--- src/rtl/fetch_pkg.sv ---
// Shared types and constants for the instruction fetch unit.
// Holds the fetch FSM state encoding and the word-alignment helper.
package fetch_pkg;

    typedef enum logic [1:0] {
        IDLE  = 2'd0,
        FETCH = 2'd1,
        HOLD  = 2'd2
    } fetch_state_e;

    localparam logic [31:0] WORD_MASK = 32'hFFFF_FFFC;

    function automatic logic [31:0] word_align(input logic [31:0] addr);
        return addr & WORD_MASK;
    endfunction

endpackage

--- src/rtl/fetch_if.sv ---
// Instruction-memory read bus between the fetch unit (master) and memory (slave).
// A request stays up with a stable address until the memory acknowledges it.
interface fetch_if;

    logic        imem_req;
    logic [31:0] imem_addr;
    logic        imem_ack;
    logic [31:0] imem_rdata;

    modport master (
        output imem_req,
        output imem_addr,
        input  imem_ack,
        input  imem_rdata
    );

    modport slave (
        input  imem_req,
        input  imem_addr,
        output imem_ack,
        output imem_rdata
    );

endinterface

--- src/rtl/fetch_timeout.sv ---
// Saturating acknowledge-wait counter with a sticky timeout flag.
// The counter restarts every time the fetch unit enters FETCH; only reset clears the flag.
module fetch_timeout #(
    parameter int TIMEOUT = 16
) (
    input  logic clk,
    input  logic reset,
    input  logic in_fetch,
    input  logic ack,
    output logic fetch_err
);

    localparam int CNT_W = (TIMEOUT < 1) ? 1 : $clog2(TIMEOUT + 1);
    localparam logic [CNT_W-1:0] CNT_MAX = CNT_W'(TIMEOUT);

    logic [CNT_W-1:0] wait_cnt_d, wait_cnt_q;
    logic             err_d, err_q;

    always_comb begin
        wait_cnt_d = wait_cnt_q;
        err_d      = err_q;
        // Outside FETCH the counter idles at zero, so every new fetch starts a fresh count.
        if (!in_fetch) begin
            wait_cnt_d = '0;
        end else if (!ack && (wait_cnt_q != CNT_MAX)) begin
            wait_cnt_d = wait_cnt_q + CNT_W'(1);
        end
        if (in_fetch && (wait_cnt_d == CNT_MAX)) begin
            err_d = 1'b1;
        end
    end

    always_ff @(posedge clk or negedge reset) begin
        if (!reset) begin
            wait_cnt_q <= '0;
            err_q      <= 1'b0;
        end else begin
            wait_cnt_q <= wait_cnt_d;
            err_q      <= err_d;
        end
    end

    assign fetch_err = err_q;

endmodule

--- src/rtl/fetch_unit.sv ---
// Instruction fetch unit: requests one word, holds it until the consumer takes it,
// then fetches sequentially or from a redirect target. Ack timeouts raise a sticky error.
module fetch_unit
    import fetch_pkg::*;
#(
    parameter logic [31:0] RESET_PC = 32'h0000_0000,
    parameter int          TIMEOUT  = 16
) (
    input  logic         clk,
    input  logic         reset,
    fetch_if.master      imem,
    output logic [31:0]  Instr,
    output logic         instr_valid,
    input  logic         stall,
    input  logic         PCSrc,
    input  logic [31:0]  Result,
    output logic [31:0]  PCPlus8,
    output logic         fetch_err
);

    fetch_state_e state_d, state_q;
    logic [31:0]  pc_d, pc_q;
    logic [31:0]  pc_instr_d, pc_instr_q;
    logic [31:0]  instr_d, instr_q;
    logic         in_fetch;

    always_comb begin
        state_d    = state_q;
        pc_d       = pc_q;
        pc_instr_d = pc_instr_q;
        instr_d    = instr_q;
        case (state_q)
            IDLE: begin
                state_d = FETCH;
            end
            FETCH: begin
                if (imem.imem_ack) begin
                    instr_d    = imem.imem_rdata;
                    pc_instr_d = pc_q;
                    pc_d       = pc_q + 32'd4;
                    state_d    = HOLD;
                end
            end
            HOLD: begin
                // PCSrc/Result only matter on the cycle the held instruction is consumed.
                if (!stall) begin
                    state_d = FETCH;
                    if (PCSrc) begin
                        pc_d = word_align(Result);
                    end
                end
            end
            default: begin
                state_d = IDLE;
            end
        endcase
    end

    always_ff @(posedge clk or negedge reset) begin
        if (!reset) begin
            state_q    <= IDLE;
            pc_q       <= RESET_PC;
            pc_instr_q <= RESET_PC;
            instr_q    <= '0;
        end else begin
            state_q    <= state_d;
            pc_q       <= pc_d;
            pc_instr_q <= pc_instr_d;
            instr_q    <= instr_d;
        end
    end

    // Outputs decode straight from registered state so reset drops the request at once.
    assign in_fetch       = (state_q == FETCH);
    assign imem.imem_req  = in_fetch;
    assign imem.imem_addr = word_align(pc_q);
    assign instr_valid    = (state_q == HOLD);
    assign Instr          = instr_q;
    assign PCPlus8        = pc_instr_q + 32'd8;

    fetch_timeout #(
        .TIMEOUT (TIMEOUT)
    ) u_timeout (
        .clk       (clk),
        .reset     (reset),
        .in_fetch  (in_fetch),
        .ack       (imem.imem_ack),
        .fetch_err (fetch_err)
    );

endmodule

--- src/flat_wrapper.sv ---
// flat-port wrapper written by rule: the top's interface ports become plain ports
module fetch_unit_flat import fetch_pkg::*;
#(
    parameter logic [31:0] RESET_PC = 32'h0000_0000,
    parameter int          TIMEOUT  = 16
)
  (clk, reset, Instr, instr_valid, stall, PCSrc, Result, PCPlus8, fetch_err, imem_imem_req, imem_imem_addr, imem_imem_ack, imem_imem_rdata);
  fetch_if imem_i ();
  input  logic clk;
  input  logic reset;
  output logic [31:0] Instr;
  output logic instr_valid;
  input  logic stall;
  input  logic PCSrc;
  input  logic [31:0] Result;
  output logic [31:0] PCPlus8;
  output logic fetch_err;
  output wire logic [$bits(imem_i.imem_req)-1:0] imem_imem_req;
  output wire logic [$bits(imem_i.imem_addr)-1:0] imem_imem_addr;
  input wire logic [$bits(imem_i.imem_ack)-1:0] imem_imem_ack;
  input wire logic [$bits(imem_i.imem_rdata)-1:0] imem_imem_rdata;
  assign imem_imem_req = imem_i.imem_req;
  assign imem_imem_addr = imem_i.imem_addr;
  assign imem_i.imem_ack = imem_imem_ack;
  assign imem_i.imem_rdata = imem_imem_rdata;
  fetch_unit #(.RESET_PC(RESET_PC), .TIMEOUT(TIMEOUT)) u_core (.clk(clk), .reset(reset), .imem(imem_i), .Instr(Instr), .instr_valid(instr_valid), .stall(stall), .PCSrc(PCSrc), .Result(Result), .PCPlus8(PCPlus8), .fetch_err(fetch_err));
endmodule
--- config.mk ---
export PLATFORM = sky130hd
export DESIGN_NAME = fetch_unit_flat
export DESIGN_NICKNAME = d
export VERILOG_FILES = /design/src/rtl/fetch_pkg.sv /design/src/rtl/fetch_if.sv /design/src/rtl/fetch_timeout.sv /design/src/rtl/fetch_unit.sv /design/src/flat_wrapper.sv
export SDC_FILE = /design/constraint.sdc
export NUM_CORES = 1
export LEC_CHECK = 0
export CORE_ASPECT_RATIO = 1.5
export CORE_MARGIN = 2
export CORE_UTILIZATION = 47
export DETAILED_ROUTE_END_ITERATION = 7
export GPL_ROUTABILITY_DRIVEN = 0
export HOLD_SLACK_MARGIN = 0.06
export PLACE_DENSITY = 0.79
export SYNTH_ARGS = -nofsm -noshare
export SYNTH_HDL_FRONTEND = slang
export SYNTH_HIERARCHICAL = 1
export SYNTH_SLANG_ARGS = --single-unit
--- constraint.sdc ---
create_clock -name clk -period 2.3 [get_ports clk]
set_clock_uncertainty 0.1 [all_clocks]
set_input_delay 0.345 -clock clk [delete_from_list [all_inputs] [get_ports clk]]
set_output_delay 0.345 -clock clk [all_outputs]
set_load 0.01 [all_outputs]
; ---- Word level (Yosys, flattened, before mapping)
; Cells that the tools add are included.
[totals]
regBits = 104
in_bits = 69
output_inout_bits = 99
elab_cells = 33
[op_classes]
n_addsub = 3
n_eq_ne = 7
n_mux = 9
n_reduce_logical = 8
[op_table]
columns = op, n
row1 = 32-bit 2-to-1 mux, 3
row2 = 32-bit case mux with 2 select lines, 1
row3 = 32-bit by 3-bit adder with 32-bit output (second input constant), 1
row4 = 32-bit by 4-bit adder with 32-bit output (second input constant), 1
row5 = 5-bit 2-to-1 mux, 2
row6 = 2-bit case mux with 3 select lines, 1
row7 = 5-bit by 1-bit adder with 5-bit output (second input constant), 1
row8 = 5-bit == test (second input constant), 1
row9 = 5-bit inequality test (second input constant), 1
row10 = 2-bit 2-to-1 mux, 2
row11 = 2-bit inequality test (second input constant), 2
row12 = 2-bit AND reduction, 2
row13 = 4-bit AND reduction, 1
row14 = 2-bit by 1-bit == test with 1-bit output (second input constant), 1
row15 = 2-bit == test (second input constant), 1
row16 = 1-bit logical AND, 2
row17 = 2-bit logical NOT, 1
row18 = 2-bit by 1-bit inequality test with 1-bit output (second input constant), 1
row19 = 2-bit nonzero test, 1
row20 = 1-bit logical NOT, 1

; ---- Longest topological paths before layout
[depth]
word_depth = 6
ltp_mapped = 8
mapped_depth_nobuf = 6

; ---- Cells and area by module
; Netlist, hierarchy kept.
[modules_own_cells]
columns = mod, n_inst, cells_per_inst, area_each_um2, seq_area_each_um2
row1 = fetch_unit, 1, 586, 4892.2, 2352.3
row2 = fetch_timeout, 1, 33, 361.6, 150.1

; ---- Least setup slack after synthesis
; OpenSTA, ideal clock, no wires.
[synth_path]
kind = register -> output
from = register u_core.pc_instr_q[13]
to = output PCPlus8[28]
arrival_ns = 1.584
required_time_ns = 1.855
setup_slack_ns = 0.271
path_stages_with_launch = 6
n_path_buf = 0
path_cell_list = dfrtp_1 -> nand4_1 -> nor4_4 -> nand3_1 -> nor2_1 -> xor2_1
[synth_between]
elab_chain_len = 1
[synth_lines]
columns = item, line_no
row1 = from (decl), fetch_unit.sv:23  ; logic [31:0] pc_instr_d, pc_instr_q;
row2 = from (signal assigned), fetch_unit.sv:68  ; pc_instr_q <= pc_instr_d;
row3 = 32-bit by 4-bit adder with 32-bit output, fetch_unit.sv:79  ; assign PCPlus8 = pc_instr_q + 32'd8;
row4 = to (decl), flat_wrapper.sv:16  ; output logic [31:0] PCPlus8;
; Every way passes these cells.

; ---- Worst setup path in the final report
[layout_path]
from = register u_core.pc_instr_q[17]
to = output PCPlus8[29]
; The elaborated chain is that of the path after synthesis.

==> impl_results.md <==
* Ratio of cells with drive above 1 in the final layout at between 15 and 20%
* Core area at about 11,000 um^2
* Area occupied by multi-input gates at between 2000 and 3000 um^2
* Commonest non-fill, non-tap cell in the layout: nand2_1
* Synth warn at 6
* Area after DPL at between 7000 and 8000 um^2
* Hold_ws at between 0.3 and 0.4 ns
* Gr ovfl total at 0
* Maximum VDD drop at 596 uV
* Worst setup SP type: flop
* Design Area, Final at about 7900 um^2
* Share of the synthesized area in the top cell type at between 40% and 50%
* Initial antenna violation count at 0
* Placed Instances at ~940
* Fill count at approximately 800
* Final #Nets at 900
* Top FF cell, synth: dfrtp_1
* Unrepaired setup endpoints after global routing: true
* Port buffer count at around 160
* Initial DRC count at slightly above 600
* Final Non-Filler Cells at between 900 and 1,000
* Die X at 90.3 um
* Post-synthesis sequential area ratio at between 40% and 50%
* Yosys top cell by area: dfrtp_1
* Vias in the first global route at between 5,000 and 6,000
* HPWL Detailed at ~12,000 um
* Synth cell types at between 60 and 70
* Tcrit/Tclk final at 103%
* Area Growth Syn to Fin at 49.7%
* Ant diodes at 0
* Core Rows at 47
* Max-cap violations at 0
* Total CTS buffers at 9
* Clock transition at path regs at around 0.07 ns
* Routed vias at 5,403
* Final min period at ~2.4 ns
* Final Routed Wirelength at between 15,000 and 20,000 um
* Fin. max-slew vios at 0
* Initial Util at 47.8%
* Routed WL per cell at ~17 um
* Crit-path cells: inv_1 > nor4_4 > buf_4 > buf_6 > nand4_1 > xnor2_1 > buf_2
* Synth top area cells: dfrtp_1 (48%), nand2_1 (15%), xnor2_1 (3.7%)
* Setup ws final at -0.0645 ns
* Worst skew pair latency at between 0.3 and 0.4 ns
* CP Capture Type: output pin
* Total track usage at a little over a quarter
* P_leak at between 0.003 and 0.004 uW
* Mapped Cells at 619
* Avg Inst Size Synth at 8.49 um^2
* TritonCTS Sinks at 100
* CTS root buf: clkbuf_16
* Fmax achieved at 0.423 GHz
* Status: complete, but fails checks
* DIE HEIGHT at approximately 130 um
* Cell area after synthesis at approximately 5300 um^2
* CP top delay family: buffers and inverters
* CTS H-tree depth at 3
* Largest stage delay, worst path at roughly 0.41 ns
* Post-synth EDFFs at 0
* Min-Delay Path Class: flop to flop
* Sequential cell area at around 2500 um^2
* Synth async-reset ratio at 100%
* Max Buffers Root-to-Sink at 2
* TritonRoute pass-1 iters at 5
* DRC at 0
* Buffers and inverters on the worst path at 4
* Most frequent cells in the layout: nand2_1 (210), clkdlybuf4s50_1 (134), dfrtp_1 (100), buf_4 (58), nor2_1 (27)
* I/O pin count at about 170
* First-pass GRT wire length at roughly 27,000 um
* Cell Pwr Density at around 1200 nW/um^2
* Failing checks: setup timing
* Die area at ~12,000 um^2
* Endpoints failing setup at 11
* Post-synthesis register bit count at 100
* Critical path class: flop to output pin
* TritonCTS clock tree: built
* Required @ worst endpoint at approximately 1.9 ns
* Setup TNS at -0.403 ns
* Worst-path fanout max at 7
* DRT antenna net count at 0
* CP Data Arrival Time at roughly 1.9 ns
* Largest net degree at the start of global routing at 50
* Final hold violation count at 0
* Via density at approximately 5.5
* Crit-path slowest cell: dfrtp_1
synthesized netlist by cell type (4+ instances only):
| library cell | n |
|---|---|
| clkbuf_1 | 18 |
| a211oi_1 | 6 |
| nand2_1 | 212 |
| buf_2 | 4 |
| and4_1 | 5 |
| ha_1 | 4 |
| or3_1 | 6 |
| nand4_1 | 13 |
| xor2_1 | 9 |
| dfrtp_1 | 100 |
| o21ai_0 | 22 |
| and2_1 | 4 |
| nand3_1 | 26 |
| buf_1 | 7 |
| a21oi_1 | 23 |
| inv_1 | 10 |
| nor2_1 | 34 |
| a311oi_1 | 6 |
| buf_4 | 5 |
| xnor2_1 | 22 |
| o211ai_1 | 4 |
| and3_1 | 11 |
| nor3_1 | 12 |
worst reg2reg max path: stages, from the launching register on:
cell     delay [ns]
dfrtp_1        0.45
ha_1           0.29
nand4_2        0.22
nor3_1         0.32
nand3_1        0.20
or4_1          0.43
nand3_1        0.08
cell type report:
cell class / count / share of cell area, %
Clock buffer: 10 / 2.91
Timing Repair Buffer: 230 / 26.6
Inverter: 10 / 0.477
Multi-Input combinational cell: 476 / 34.7
Sequential cell: 100 / 31.8
Clock inverter: 6 / 1.13
Tap cell: 147 / 2.34
layer usage:
layer	vias up	part of all wire [%]	global-route usage, %
li1	2508	-	-
met3	42	6.5	5.32
met1	2579	37	30.6
met5	-	0	0
met4	0	3.1	13.1
met2	274	54	50.2
registers in the layout (all words and copies together) (netlist names):
signal,flops
u_core/Instr,32
u_core/pc_instr_q,30
u_core/pc_q,30
u_core/u_timeout/wait_cnt_q,5
u_core/state_q,2
u_core/u_timeout/fetch_err,1
final timing paths:
check	start	to	slack [ns]	cells after the start
max in group asynchronous	reset	u_core/pc_q[29]$_DFFE_PN0P_	1.04	3
min	u_core/Instr[8]$_DFFE_PN0P_	u_core/Instr[8]$_DFFE_PN0P_	0.38	2
min reg2reg	u_core/Instr[8]$_DFFE_PN0P_	u_core/Instr[8]$_DFFE_PN0P_	0.38	2
max	u_core/pc_instr_q[17]$_DFFE_PN0P_	PCPlus8[29]	-0.06	7
min in group asynchronous	reset	u_core/Instr[30]$_DFFE_PN0P_	0.41	2
max reg2reg	u_core/pc_q[3]$_DFFE_PN0P_	u_core/pc_q[28]$_DFFE_PN0P_	0.16	6
timing repair:
item | in CTS | in global routing
gates resized for setup | 102 | 32
setup endpoints to repair | 25 | 23
hold buffers | 1 | 0
gates cloned | 0 | 0
setup buffers | 12 | 6
endpoints found under the hold margin | 35 | 0
pin swaps | 9 | 21
cells by family (layout without fill, tap and decap cells):
group / count (synthesis) / count (layout) / share of synthesized area [%]
simple gates: 351 / 351 / 31.6
flops: 100 / 100 / 47.6
compound gates: 83 / 83 / 10.1
buf+inv: 46 / 256 / 3.91
xor+xnor: 31 / 31 / 5.17
fa+ha+maj: 4 / 4 / 0.953
mux: 3 / 3 / 0.572
other cells: 1 / 4 / 0.0714
report_power, final:
group          total [uW]  switching, uW  internal (uW)
clock network        1610            657            954
registers            3290            777           2510
logic                4920           2470           2440
total                9820           3910           5910
stage by stage:
| stage | util (%) | setup slack (ns) | total power, uW |
|---|---|---|---|
| 6_report | 71.5 | -0.0645 | 9820 |
| 3_3_place_gp | 66.4 | -0.0403 | 7870 |
| 2_1_floorplan | - | 0.271 | 5430 |
| 5_1_grt | 71.5 | -0.146 | 10400 |
| 3_5_place_dp | 66.4 | -0.197 | 8110 |
| 4_1_cts | 70.4 | -0.0773 | 9710 |
Note: power is estimated with default switching activity, not from simulation.
